### src/rtl/jesd204b_rx_link_fsm.sv
// JESD204B subclass-1 receive link controller for a single lane.
// Sequences the GT wizard reset, runs code-group sync and ILAS detection,
// drives SYNC~ aligned to the local multiframe clock and gates user data.
//
// Outputs: o_state exposes the FSM state (0 RESET_GT, 1 WAIT_GT, 2 CGS,
// 3 ILAS, 4 DATA). The GT side has no flow control. o_data is meaningful
// only on clocks where o_data_valid is high, and the consumer must accept
// every such word.
`timescale 1ns/1ps

module jesd204b_rx_link_fsm #(
    parameter int USERDATA_WIDTH = 32,
    parameter int FRAME_SIZE     = 1,
    parameter int FMLC_NUM       = 32,
    parameter int LMFC_CNT_WIDTH = 8,
    parameter int RESET_HOLD     = 16,
    parameter int GT_TIMEOUT     = 65535,
    parameter int CGS_K_CNT      = 4
) (
    input  logic                        i_dclk,
    input  logic                        i_rst_n,
    input  logic                        i_sysref,
    input  logic                        i_gtpowergood,
    input  logic                        i_gt_reset_rx_done,
    input  logic                        i_rxbyteisaligned,
    input  logic [USERDATA_WIDTH-1:0]   i_rx_data,
    input  logic [USERDATA_WIDTH/8-1:0] i_rx_charisk,
    output logic                        o_gt_reset_all,
    output logic                        o_rxpcommaalignen,
    output logic                        o_rxmcommaalignen,
    output logic                        o_nsync,
    output logic                        o_lmfc_pulse,
    output logic [USERDATA_WIDTH-1:0]   o_data,
    output logic                        o_data_valid,
    output logic                        o_link_up,
    output logic [2:0]                  o_state
);

    localparam int NBYTES      = USERDATA_WIDTH / 8;
    localparam int LMFC_PERIOD = FRAME_SIZE * FMLC_NUM / 4;
    localparam int HOLD_W      = $clog2(RESET_HOLD + 1);
    localparam int TMR_W       = $clog2(GT_TIMEOUT + 1);
    localparam int KCNT_W      = $clog2(CGS_K_CNT + 1);

    localparam logic [LMFC_CNT_WIDTH-1:0] LMFC_LAST = LMFC_CNT_WIDTH'(LMFC_PERIOD - 1);
    localparam logic [HOLD_W-1:0]         HOLD_LAST = HOLD_W'(RESET_HOLD);
    localparam logic [TMR_W-1:0]          TMR_LAST  = TMR_W'(GT_TIMEOUT - 1);
    localparam logic [KCNT_W-1:0]         KCNT_LAST = KCNT_W'(CGS_K_CNT - 1);
    localparam logic [KCNT_W-1:0]         KCNT_MAX  = KCNT_W'(CGS_K_CNT);

    typedef enum logic [2:0] {
        ST_RESET_GT = 3'd0,
        ST_WAIT_GT  = 3'd1,
        ST_CGS      = 3'd2,
        ST_ILAS     = 3'd3,
        ST_DATA     = 3'd4
    } state_t;

    state_t                      r_state;
    state_t                      w_state_next;
    logic [HOLD_W-1:0]           r_hold_cnt;
    logic [TMR_W-1:0]            r_timer;
    logic [KCNT_W-1:0]           r_kcnt;
    logic                        r_cgs_ok;
    logic                        r_ilas_started;
    logic [2:0]                  r_acnt;
    logic                        r_rx_done_d;
    logic                        r_sysref_d;
    logic [LMFC_CNT_WIDTH-1:0]   r_lmfc_cnt;
    logic                        r_lmfc_pulse;
    logic [USERDATA_WIDTH-1:0]   r_data;
    logic                        r_data_valid;

    logic                        w_is_k;
    logic                        w_k_aligned;
    logic                        w_byte0_is_r;
    logic [2:0]                  w_a_in_word;
    logic [3:0]                  w_a_total;
    logic                        w_a_done;
    logic                        w_sysref_edge;
    logic [LMFC_CNT_WIDTH-1:0]   w_lmfc_next;
    logic                        w_lmfc_zero_next;
    logic                        w_rx_done_fall;
    logic                        w_timeout;
    logic                        w_cgs_ok_now;
    logic                        w_state_change;

    // Word classification: full /K/ idle word, /R/ in byte0, and /A/ count.
    assign w_is_k       = (i_rx_charisk == '1) && (i_rx_data == {NBYTES{8'hBC}});
    assign w_k_aligned  = w_is_k && i_rxbyteisaligned;
    assign w_byte0_is_r = i_rx_charisk[0] && (i_rx_data[7:0] == 8'h1C);

    // Count /A/ characters in any byte lane of the current word.
    always_comb begin
        w_a_in_word = '0;
        for (int b = 0; b < NBYTES; b++) begin
            if (i_rx_charisk[b] && (i_rx_data[8*b +: 8] == 8'h7C)) begin
                w_a_in_word = w_a_in_word + 3'd1;
            end
        end
    end

    assign w_a_total      = {1'b0, r_acnt} + {1'b0, w_a_in_word};
    assign w_a_done       = (w_a_total >= 4'd4);
    assign w_sysref_edge  = i_sysref & ~r_sysref_d;
    assign w_rx_done_fall = r_rx_done_d & ~i_gt_reset_rx_done;
    assign w_timeout      = (r_timer == TMR_LAST);
    // CGS is satisfied on this clock if the threshold was already met or is met by this word;
    // any non-/K/ word withdraws it.
    assign w_cgs_ok_now   = w_is_k && (r_cgs_ok || (i_rxbyteisaligned && (r_kcnt >= KCNT_LAST)));
    assign w_state_change = (w_state_next != r_state);

    // LMFC next value: SYSREF edge forces phase zero, otherwise free-running wrap.
    always_comb begin
        w_lmfc_next = r_lmfc_cnt + 1'b1;
        if (w_sysref_edge || (r_lmfc_cnt == LMFC_LAST)) begin
            w_lmfc_next = '0;
        end
    end

    assign w_lmfc_zero_next = (w_lmfc_next == '0);

    // Next-state logic; GT power/reset loss overrides every other transition.
    always_comb begin
        w_state_next = r_state;
        case (r_state)
            ST_RESET_GT: begin
                if (i_gtpowergood && (r_hold_cnt == HOLD_LAST)) w_state_next = ST_WAIT_GT;
            end
            ST_WAIT_GT: begin
                if (i_gt_reset_rx_done) w_state_next = ST_CGS;
                else if (w_timeout)     w_state_next = ST_RESET_GT;
            end
            ST_CGS: begin
                // SYNC~ release is timed so it coincides with the LMFC pulse.
                if (w_cgs_ok_now && w_lmfc_zero_next) w_state_next = ST_ILAS;
            end
            ST_ILAS: begin
                if (w_timeout) begin
                    w_state_next = ST_CGS;
                end else if (!r_ilas_started) begin
                    if (!w_is_k) begin
                        if (!w_byte0_is_r) w_state_next = ST_CGS;
                        else if (w_a_done) w_state_next = ST_DATA;
                    end
                end else if (w_a_done) begin
                    w_state_next = ST_DATA;
                end
            end
            ST_DATA: begin
                if (!i_rxbyteisaligned || (w_k_aligned && (r_kcnt >= KCNT_LAST))) begin
                    w_state_next = ST_CGS;
                end
            end
            default: w_state_next = ST_RESET_GT;
        endcase
        if (!i_gtpowergood ||
            (w_rx_done_fall && ((r_state == ST_CGS) || (r_state == ST_ILAS) || (r_state == ST_DATA)))) begin
            w_state_next = ST_RESET_GT;
        end
    end

    // State register plus the per-state counters; counters restart on every state change.
    always_ff @(posedge i_dclk or negedge i_rst_n) begin
        if (!i_rst_n) begin
            r_state        <= ST_RESET_GT;
            r_hold_cnt     <= '0;
            r_timer        <= '0;
            r_kcnt         <= '0;
            r_cgs_ok       <= 1'b0;
            r_ilas_started <= 1'b0;
            r_acnt         <= '0;
            r_rx_done_d    <= 1'b0;
        end else begin
            r_state     <= w_state_next;
            r_rx_done_d <= i_gt_reset_rx_done;

            if ((r_state == ST_RESET_GT) && (w_state_next == ST_RESET_GT) && i_gtpowergood) begin
                r_hold_cnt <= r_hold_cnt + 1'b1;
            end else begin
                r_hold_cnt <= '0;
            end

            if (w_state_change || !((r_state == ST_WAIT_GT) || (r_state == ST_ILAS))) begin
                r_timer <= '0;
            end else begin
                r_timer <= r_timer + 1'b1;
            end

            if (w_state_change) begin
                r_kcnt         <= '0;
                r_cgs_ok       <= 1'b0;
                r_ilas_started <= 1'b0;
                r_acnt         <= '0;
            end else begin
                if (w_k_aligned) begin
                    if (r_kcnt != KCNT_MAX) r_kcnt <= r_kcnt + 1'b1;
                end else begin
                    r_kcnt <= '0;
                end
                r_cgs_ok <= (r_state == ST_CGS) && w_cgs_ok_now;
                if ((r_state == ST_ILAS) && (r_ilas_started || (!w_is_k && w_byte0_is_r))) begin
                    r_ilas_started <= 1'b1;
                    r_acnt         <= w_a_total[2:0];
                end
            end
        end
    end

    // LMFC counter and pulse run in every state; SYSREF only moves the phase.
    always_ff @(posedge i_dclk or negedge i_rst_n) begin
        if (!i_rst_n) begin
            r_sysref_d   <= 1'b0;
            r_lmfc_cnt   <= '0;
            r_lmfc_pulse <= 1'b0;
        end else begin
            r_sysref_d   <= i_sysref;
            r_lmfc_cnt   <= w_lmfc_next;
            r_lmfc_pulse <= w_lmfc_zero_next;
        end
    end

    // Capture payload only while remaining in DATA; the exit word is dropped.
    always_ff @(posedge i_dclk or negedge i_rst_n) begin
        if (!i_rst_n) begin
            r_data       <= '0;
            r_data_valid <= 1'b0;
        end else if ((r_state == ST_DATA) && (w_state_next == ST_DATA)) begin
            r_data       <= i_rx_data;
            r_data_valid <= 1'b1;
        end else begin
            r_data_valid <= 1'b0;
        end
    end

    assign o_gt_reset_all    = (r_state == ST_RESET_GT) && (r_hold_cnt != '0);
    assign o_rxpcommaalignen = (r_state == ST_CGS);
    assign o_rxmcommaalignen = (r_state == ST_CGS);
    assign o_nsync           = (r_state == ST_ILAS) || (r_state == ST_DATA);
    assign o_lmfc_pulse      = r_lmfc_pulse;
    assign o_data            = r_data;
    assign o_data_valid      = r_data_valid;
    assign o_link_up         = (r_state == ST_DATA);
    assign o_state           = r_state;

endmodule
### config.mk
export PLATFORM = sky130hd
export DESIGN_NAME = jesd204b_rx_link_fsm
export DESIGN_NICKNAME = d
export VERILOG_FILES = /design/src/rtl/jesd204b_rx_link_fsm.sv
export SDC_FILE = /design/constraint.sdc
export NUM_CORES = 1
export LEC_CHECK = 0
export CAP_MARGIN = 20
export CORE_ASPECT_RATIO = 1.75
export CORE_UTILIZATION = 45
export CTS_CLUSTER_DIAMETER = 200
export DETAILED_ROUTE_END_ITERATION = 12
export PLACE_DENSITY_LB_ADDON = 0.2
export SYNTH_ARGS = -nofsm -noshare
export SYNTH_HDL_FRONTEND = slang
export SYNTH_SLANG_ARGS = --single-unit
### constraint.sdc
create_clock -name i_dclk -period 2.8 [get_ports i_dclk]
set_clock_uncertainty 0.05 [all_clocks]
set_input_delay 0.56 -clock i_dclk [delete_from_list [all_inputs] [get_ports i_dclk]]
set_output_delay 0.56 -clock i_dclk [all_outputs]
set_load 0.005 [all_outputs]
==> results of run 1 <==
power groups by stage:
stage / registers [mW] / logic, mW / clock network (mW)
global route: 1.19 / 0.313 / 1.23
floorplan: 1.17 / 0.146 / 0
global placement: 1.20 / 0.277 / 0
detailed placement: 1.20 / 0.284 / 0
CTS: 1.18 / 0.284 / 1.20
finish: 1.18 / 0.284 / 1.17
routing by layer:
layer | GRT usage | wire (um)
met1 | 0.243 | 3580
met2 | 0.415 | 5610
met3 | 0.0365 | 313
met4 | 0.104 | 230
met5 | 0 | 0
synth_stat cells (all sizes together) (2+ instances only):
cell type,number
a22o,2
mux2i,3
and4bb,3
dfrtp,76
a211oi,2
nand3b,2
o21a,3
clkbuf,2
nand2b,4
nor4bb,2
nand4,13
ha,15
nor3b,7
nand2,21
nor2,45
and2,2
mux2,33
a31o,2
and3,2
inv,20
a21o,2
nand3,16
nor4,2
a211o,2
buf,10
a21oi,5
or2,2
xnor2,9
and4,4
xor2,20
nor3,10
nor2b,2
timing repair:
action	in CTS	in global routing
cloned	1	0
setup buffers	5	6
gates resized for setup	62	47
pin swaps	22	26
setup endpoints to repair	27	59
placed cells by master, fill, tap and decap left out, drive strengths merged, types with 10 or more instances in the layout:
cell type,n
buf,72
clkbuf,12
clkdlybuf4s50,63
dfrtp,76
ha,15
inv,20
mux2,33
nand2,21
nand3,16
nand4,13
nor2,45
nor3,10
xor2,20
layout make-up:
| cell class | instances | area, sq um | area share |
|---|---|---|---|
| repair buffers | 146 | 1340 | 0.222 |
| well taps | 117 | 146 | 0.0243 |
| clock buffers | 11 | 253 | 0.0420 |
| flip-flops and latches | 76 | 1900 | 0.316 |
| inverters | 21 | 81.3 | 0.0135 |
| clock inverters | 4 | 48.8 | 0.00811 |
| multi-input cells | 255 | 2250 | 0.374 |
kinds of logic (layout without fill, tap and decap cells):
family	count (synthesis)	count (layout)	share of synthesized area
simple gates	144	144	0.206
flops	76	76	0.474
mux	36	36	0.100
buf+inv	33	182	0.0362
compound gates	30	30	0.0686
xor+xnor	29	29	0.0633
fa+ha+maj	16	16	0.0518
state kept, by name (all words and copies together) (netlist names), 3 cells and up:
signal / flops
r_timer: 16
r_hold_cnt: 5
r_lmfc_cnt: 8
o_data: 32
o_state: 3
r_acnt: 3
r_kcnt: 3
final timing paths:
| path | start | to | slack [ns] |
|---|---|---|---|
| setup / recovery | i_rx_data[9] | r_kcnt[2] | -1.50 |
| hold / removal | i_rst_n | r_lmfc_cnt[4] | 0.13 |
| setup reg to reg | r_acnt[0] | r_kcnt[2] | -0.01 |
| hold reg to reg | r_hold_cnt[0] | r_hold_cnt[0] | 0.43 |
| max in group asynchronous | i_rst_n | r_hold_cnt[4] | 1.97 |
| min in group i_dclk | i_rx_data[9] | o_data[9] | 0.41 |
metrics by stage:
stage                     std cells  instance area, sq um  hold WS, ns   util
after floorplan                 364                  4070        0.214      -
after global placement          604                  5390        0.422  0.622
after detailed placement        604                  5390        0.423  0.622
after CTS                       625                  5810        0.148  0.670
after global routing            630                  6020        0.170  0.694
final                           630                  6020        0.129  0.694
worst register-to-register path, cell delays in order (launching register included):
cell      delay, ns
dfrtp_1        0.35
ha_2           0.19
inv_2          0.04
fa_2           0.37
nor2b_4        0.14
a31o_4         0.20
a211o_1        0.29
a22o_1         0.20
xor2_1         0.15
a2111o_4       0.50
buf_6          0.16
nor3_2         0.09
==> results by group, run 1 <==
Timing
  • Slew @ Worst Pin: 0.599 ns
  • Setup TNS: -33.85 ns
  • Slew headroom: 0.597
  • Tmin final: 4.30 ns
  • Tcrit/Tclk final: 1.54
  • Final setup violation count: 27
  • Final worst-path setup slack: -1.50 ns
  • Final Slew Violations: 0
  • F_max: 233 MHz
  • Fin. Hold Viols: 0
  • RSZ-0062 raised after global routing: true

Global route
  • Vias in the first global route: 3,381
  • Grt total ovfl: 0
  • Antenna violations before repair: 0
  • Largest net degree at the start of global routing: 41
  • Total track usage: 0.225
  • First-pass GRT wire length: 15.9 mm

Synth
  • Syn_nets: 422
  • Cells after Synth: 364
  • FFs w/ async S/R, synth: 1.00
  • Yosys Warn Count: 0
  • Synth area leaders: dfrtp_1 47%, mux2_2 9.3%, ha_1 4.7%, xor2_1 4.4%, nor2_1 4.1%
  • Count of flip-flops with a built-in enable after synthesis: 0
  • Yosys reg bits: 76
  • Cell variety after synth: 62
  • Post-Synthesis Cell Area: 4010 sq um
  • Post-Syn Area per Cell: 11.0 sq um
  • Sequential area share after synthesis: 0.474
  • Area leader, netlist: dfrtp_1
  • Synth Flop Type: dfrtp_1
  • Yosys top cell area share: 0.474

Detailed routing
  • DRT Pass-1 Iters: 7
  • Antenna-violating nets left: 0
  • # DRC: 0
  • Detailed Route WL: 9.73 mm
  • Via count: 3,280
  • Routed len/inst: 15.4 um
  • Via density: 5.21
  • Initial drt markers: 164

Clock tree
  • CTS clk-pin slew, worst paths: 0.06 ns
  • Bufs on Longest Clock Path: 2
  • CTS tree: done
  • Hold-fix buffers at CTS: 0
  • Num CTS Buffers: 9
  • Clock sink count: 76
  • Root buffer cell: clkbuf_16
  • H-tree depth: 3
  • Clk_lat worst skew: 0.34 ns

Critical path
  • Crit. path cell count: 19
  • Critical path cell sequence: buf_8, nor3b_4, nand2b_4, or3b_4, inv_4, ha_4, xor2_4, xor2_1, ha_2, inv_2, fa_2, nor2b_4, a31o_4, a211o_1, a22o_1, xor2_1, a2111o_4, buf_6, nor3_2
  • CP Data Required Time: 3.01 ns
  • Critical Path AT: 4.51 ns
  • Crit path max-delay family: compound AO/OA/AOI/OAI gates
  • Buffer and inverter count on the worst path: 4
  • Worst Path Max Fanout: 7
  • CP most frequent cell: xor2_1
  • Critical Path Start Type: primary input
  • Reg2reg path depth: 11
  • Slowest CP cell: a2111o_4
  • Critical path class: in2reg
  • Slowest stage delay, CP: 0.50 ns
  • Worst Setup End Kind: register

Pwr
  • PwrDens: 438 nW/um^2
  • Switch share: 0.236
  • Max IR drop VDD: 0.371 mV
  • Power share of the sequential group: 0.450
  • Switch Pwr: 622 uW
  • Combinational group share of total power: 0.108
  • Clk network pwr share: 0.443
  • P_int: 2.01 mW
  • Tot Pwr: 2.64 mW
  • Static Leakage: 2.78 nW

Placement
  • Port-buffer cells: 83
  • Place WS: -2.28 ns
  • Gpl congestion: 0.774
  • Dpl hpwl: 7.19 mm

Cells and area
  • Area Overhead vs Synth: 50.0%
  • Share of cells above drive strength 1: 0.357
  • Fin nets: 567
  • # diodes: 0
  • Fillers: 673

Floorplan
  • Die height: 127 um
  • Initial core utilization: 0.463
  • Die ar.: 9310 sq um
  • CORE AREA: 8670 sq um
  • Cell Rows: 45
  • Ports: 84
  • Die width: 73.4 um

Outcome
  • Failing checks: setup timing
  • Status: complete, but fails checks

Min path
  • HP Class: in2async

Job
  • Maxcap violations: 0
Power figures use the tool's default switching activity.
==> run 2, diff against run 1 <==
--- a/config.mk
+++ b/config.mk
@@ -10,7 +10,7 @@
 export CORE_UTILIZATION = 45
 export CTS_CLUSTER_DIAMETER = 200
 export DETAILED_ROUTE_END_ITERATION = 12
-export PLACE_DENSITY_LB_ADDON = 0.2
+export PLACE_DENSITY = 0.85
 export SYNTH_ARGS = -nofsm -noshare
 export SYNTH_HDL_FRONTEND = slang
 export SYNTH_SLANG_ARGS = --single-unit
==> constraint.sdc (replaced) <==
create_clock -name i_dclk -period 2.8 [get_ports i_dclk]
set_clock_uncertainty 0.05 [all_clocks]
set_input_delay 0.7 -clock i_dclk [delete_from_list [all_inputs] [get_ports i_dclk]]
set_output_delay 0.7 -clock i_dclk [all_outputs]
set_load 0.005 [all_outputs]
==> run 2 against run 1 <==
Against the previous run:
- the flow still finishes with violations (setup timing)
- maximum frequency down 4.6%
- global-route usage up 1.4 points
- count of clock-buffer cells in the layout up 1
- hold slack better by 0.13 ns
- cell area down 2.3%
- via count up 3.0%
==> results by group, run 2 (synthesis results as in run 1) <==
Cells and area
  • Area Overhead vs Synth: 46.6%
  • Non-Filler Instances: 622 (-1.3%)
  • Most frequent cells in the layout: 75 x dfrtp_1, 66 x clkdlybuf4s50_1, 51 x buf_4
  • Most common cell after layout, fill and taps aside: dfrtp_1
  • Fin nets: 558 (-1.6%)
  • Share of cells above drive strength 1: 0.317 (-0.0399)
  • # diodes: 0 (unchanged)
  • Largest register FFs: 32 (unchanged)
  • Final design utilization: 0.678 (-0.0157)
  • Post-route cell area: 5880 sq um (-2.3%)

Detailed routing
  • Initial drt markers: 219 (+34%)
  • # DRC: 0 (unchanged)
  • Via density: 5.43 (+4.3%)
  • DRT Pass-1 Iters: 4 (-3)
  • Detailed Route WL: 10.6 mm (+9.1%)
  • Routed len/inst: 17.1 um (+11%)
  • Via count: 3,377 (+3.0%)
  • Antenna-violating nets left: 0 (unchanged)

Timing
  • Setup TNS: -38.50 ns (-4.65 ns)
  • Slew @ Worst Pin: 0.615 ns (+0.0159 ns)
  • Tmin final: 4.51 ns (+0.209 ns)
  • Final setup violation count: 27 (unchanged)
  • Tcrit/Tclk final: 1.61 (+0.0747)
  • Final worst-path setup slack: -1.71 ns (-0.209 ns)
  • WHS: 0.258 ns (+0.129 ns)
  • Fin. Hold Viols: 0 (unchanged)
  • RSZ-0062 raised after global routing: true
  • Final Slew Violations: 0 (unchanged)
  • F_max: 222 MHz (-4.6%)
  • Slew headroom: 0.587 (-0.0107)

Floorplan
  • Die ar.: 9310 sq um (unchanged)
  • Cell Rows: 45 (unchanged)
  • Ports: 84 (unchanged)
  • Initial core utilization: 0.463 (unchanged)
  • Die width: 73.4 um (unchanged)
  • Die height: 127 um (unchanged)
  • CORE AREA: 8670 sq um (unchanged)

Clock tree
  • Root buffer cell: clkbuf_16
  • CTS clk-pin slew, worst paths: 0.06 ns (about the same)
  • Clk_lat worst skew: 0.34 ns (about the same)
  • CTS tree: done
  • Clock sink count: 76 (unchanged)
  • Bufs on Longest Clock Path: 2 (unchanged)
  • H-tree depth: 3 (unchanged)
  • Num CTS Buffers: 9 (unchanged)

Min path
  • HP Class: in2async

Placement
  • Place WS: -2.50 ns (-0.228 ns)
  • DP Cell Count: 593 (-1.8%)
  • Port-buffer cells: 83 (unchanged)
  • Gpl congestion: 0.826 (+6.6%)
  • Post-DP Area: 5300 sq um (-1.8%)
  • Dpl hpwl: 7.27 mm (+1.1%)

Critical path
  • Critical Path Source: i_rx_data[8]
  • Buffer and inverter count on the worst path: 3 (-1)
  • CP Data Required Time: 2.99 ns (-0.02 ns)
  • Slowest CP cell: a2111o_4
  • Critical path class: in2reg
  • Worst Setup End Kind: register
  • Critical path cell sequence: buf_6, nor3b_4, nand2b_4, or3b_4, inv_4, ha_4, xor2_2, ha_1, mux2_4, inv_2, fa_2, nor2b_4, a31o_4, a211o_1, a22o_1, xor2_2, a2111o_4, nor4b_4
  • Critical Path AT: 4.70 ns (+0.19 ns)
  • Critical Path Start Type: primary input
  • Crit path max-delay family: simple AND/OR/NAND/NOR gates
  • Slowest stage delay, CP: 0.44 ns (-0.06 ns)
  • CP most frequent cell: xor2_2
  • Worst r2r src: r_acnt[1]
  • Worst Path Max Fanout: 7 (unchanged)

Outcome
  • Failing checks: setup timing
  • Status: complete, but fails checks

Pwr
  • Tot Pwr: 2.75 mW (+4.4%)
  • Max IR drop VDD: 0.336 mV (-9.5%)
  • PwrDens: 468 nW/um^2 (+6.8%)
  • Static Leakage: 2.74 nW (-1.5%)

Global route
  • First-pass GRT wire length: 16.7 mm (+5.3%)
  • Total track usage: 0.239 (+0.0136)
  • Antenna violations before repair: 0 (unchanged)
  • Largest net degree at the start of global routing: 45 (+9.8%)
  • Vias in the first global route: 3,608 (+6.7%)
  • Grt total ovfl: 0 (unchanged)

Job
  • Maxcap violations: 0 (unchanged)
## run 2: cell count changes in the layout (fill, tap and decap cells not counted), sizes merged
cell | previous run | this run
buf | 72 | 62
bufinv | 1 | 2
clkbuf | 12 | 13
clkdlybuf4s50 | 63 | 66
clkinv | 4 | 3
dlymetal6s2s | 4 | 1
nand2 | 21 | 22
## run 2: timing repair
action / CTS / global route
gates cloned: 1 / 0
hold buffers: 0 / 0
setup buffers: 5 / 7
pin swaps: 28 / 6
endpoints found under the setup margin: 63 / 63
resized for setup: 62 / 18
## run 2: path summary, 6_finish.rpt
path	to	slack (ns)	depth (start not counted)
setup / recovery	r_kcnt[1]	-1.71	18
max in group asynchronous	o_state[1]	1.85	2
min in group i_dclk	r_hold_cnt[0]	0.44	1
hold / removal	r_sysref_d	0.26	1
setup reg to reg	r_kcnt[1]	-0.12	9
hold reg to reg	r_hold_cnt[0]	0.44	1
## run 2: metal layers
| metal | GRT usage | share of wire | vias to the layer above |
|---|---|---|---|
| met5 | 0 | 0 | - |
| met1 | 0.250 | 0.36 | 1689 |
| met3 | 0.0429 | 0.037 | 36 |
| met2 | 0.429 | 0.56 | 100 |
| li1 | - | - | 1552 |
| met4 | 0.145 | 0.047 | 0 |
## run 2: report_power, final
part	leakage [nW]	switching (mW)	internal [mW]	total [mW]
combinational	1.52	0.138	0.146	0.285
clock	0.169	0.432	0.849	1.28
sequential	1.05	0.0522	1.13	1.19
## run 2: area by class of cell
class                      instances  area [sq um]
inverter                          21          81.3
clock inverter                     4          70.1
multi-input combinational        256          2200
clock buffer                      12           267
tap                              117           146
sequential                        76          1900
timing repair buffer             136          1220
fill                             632          2790
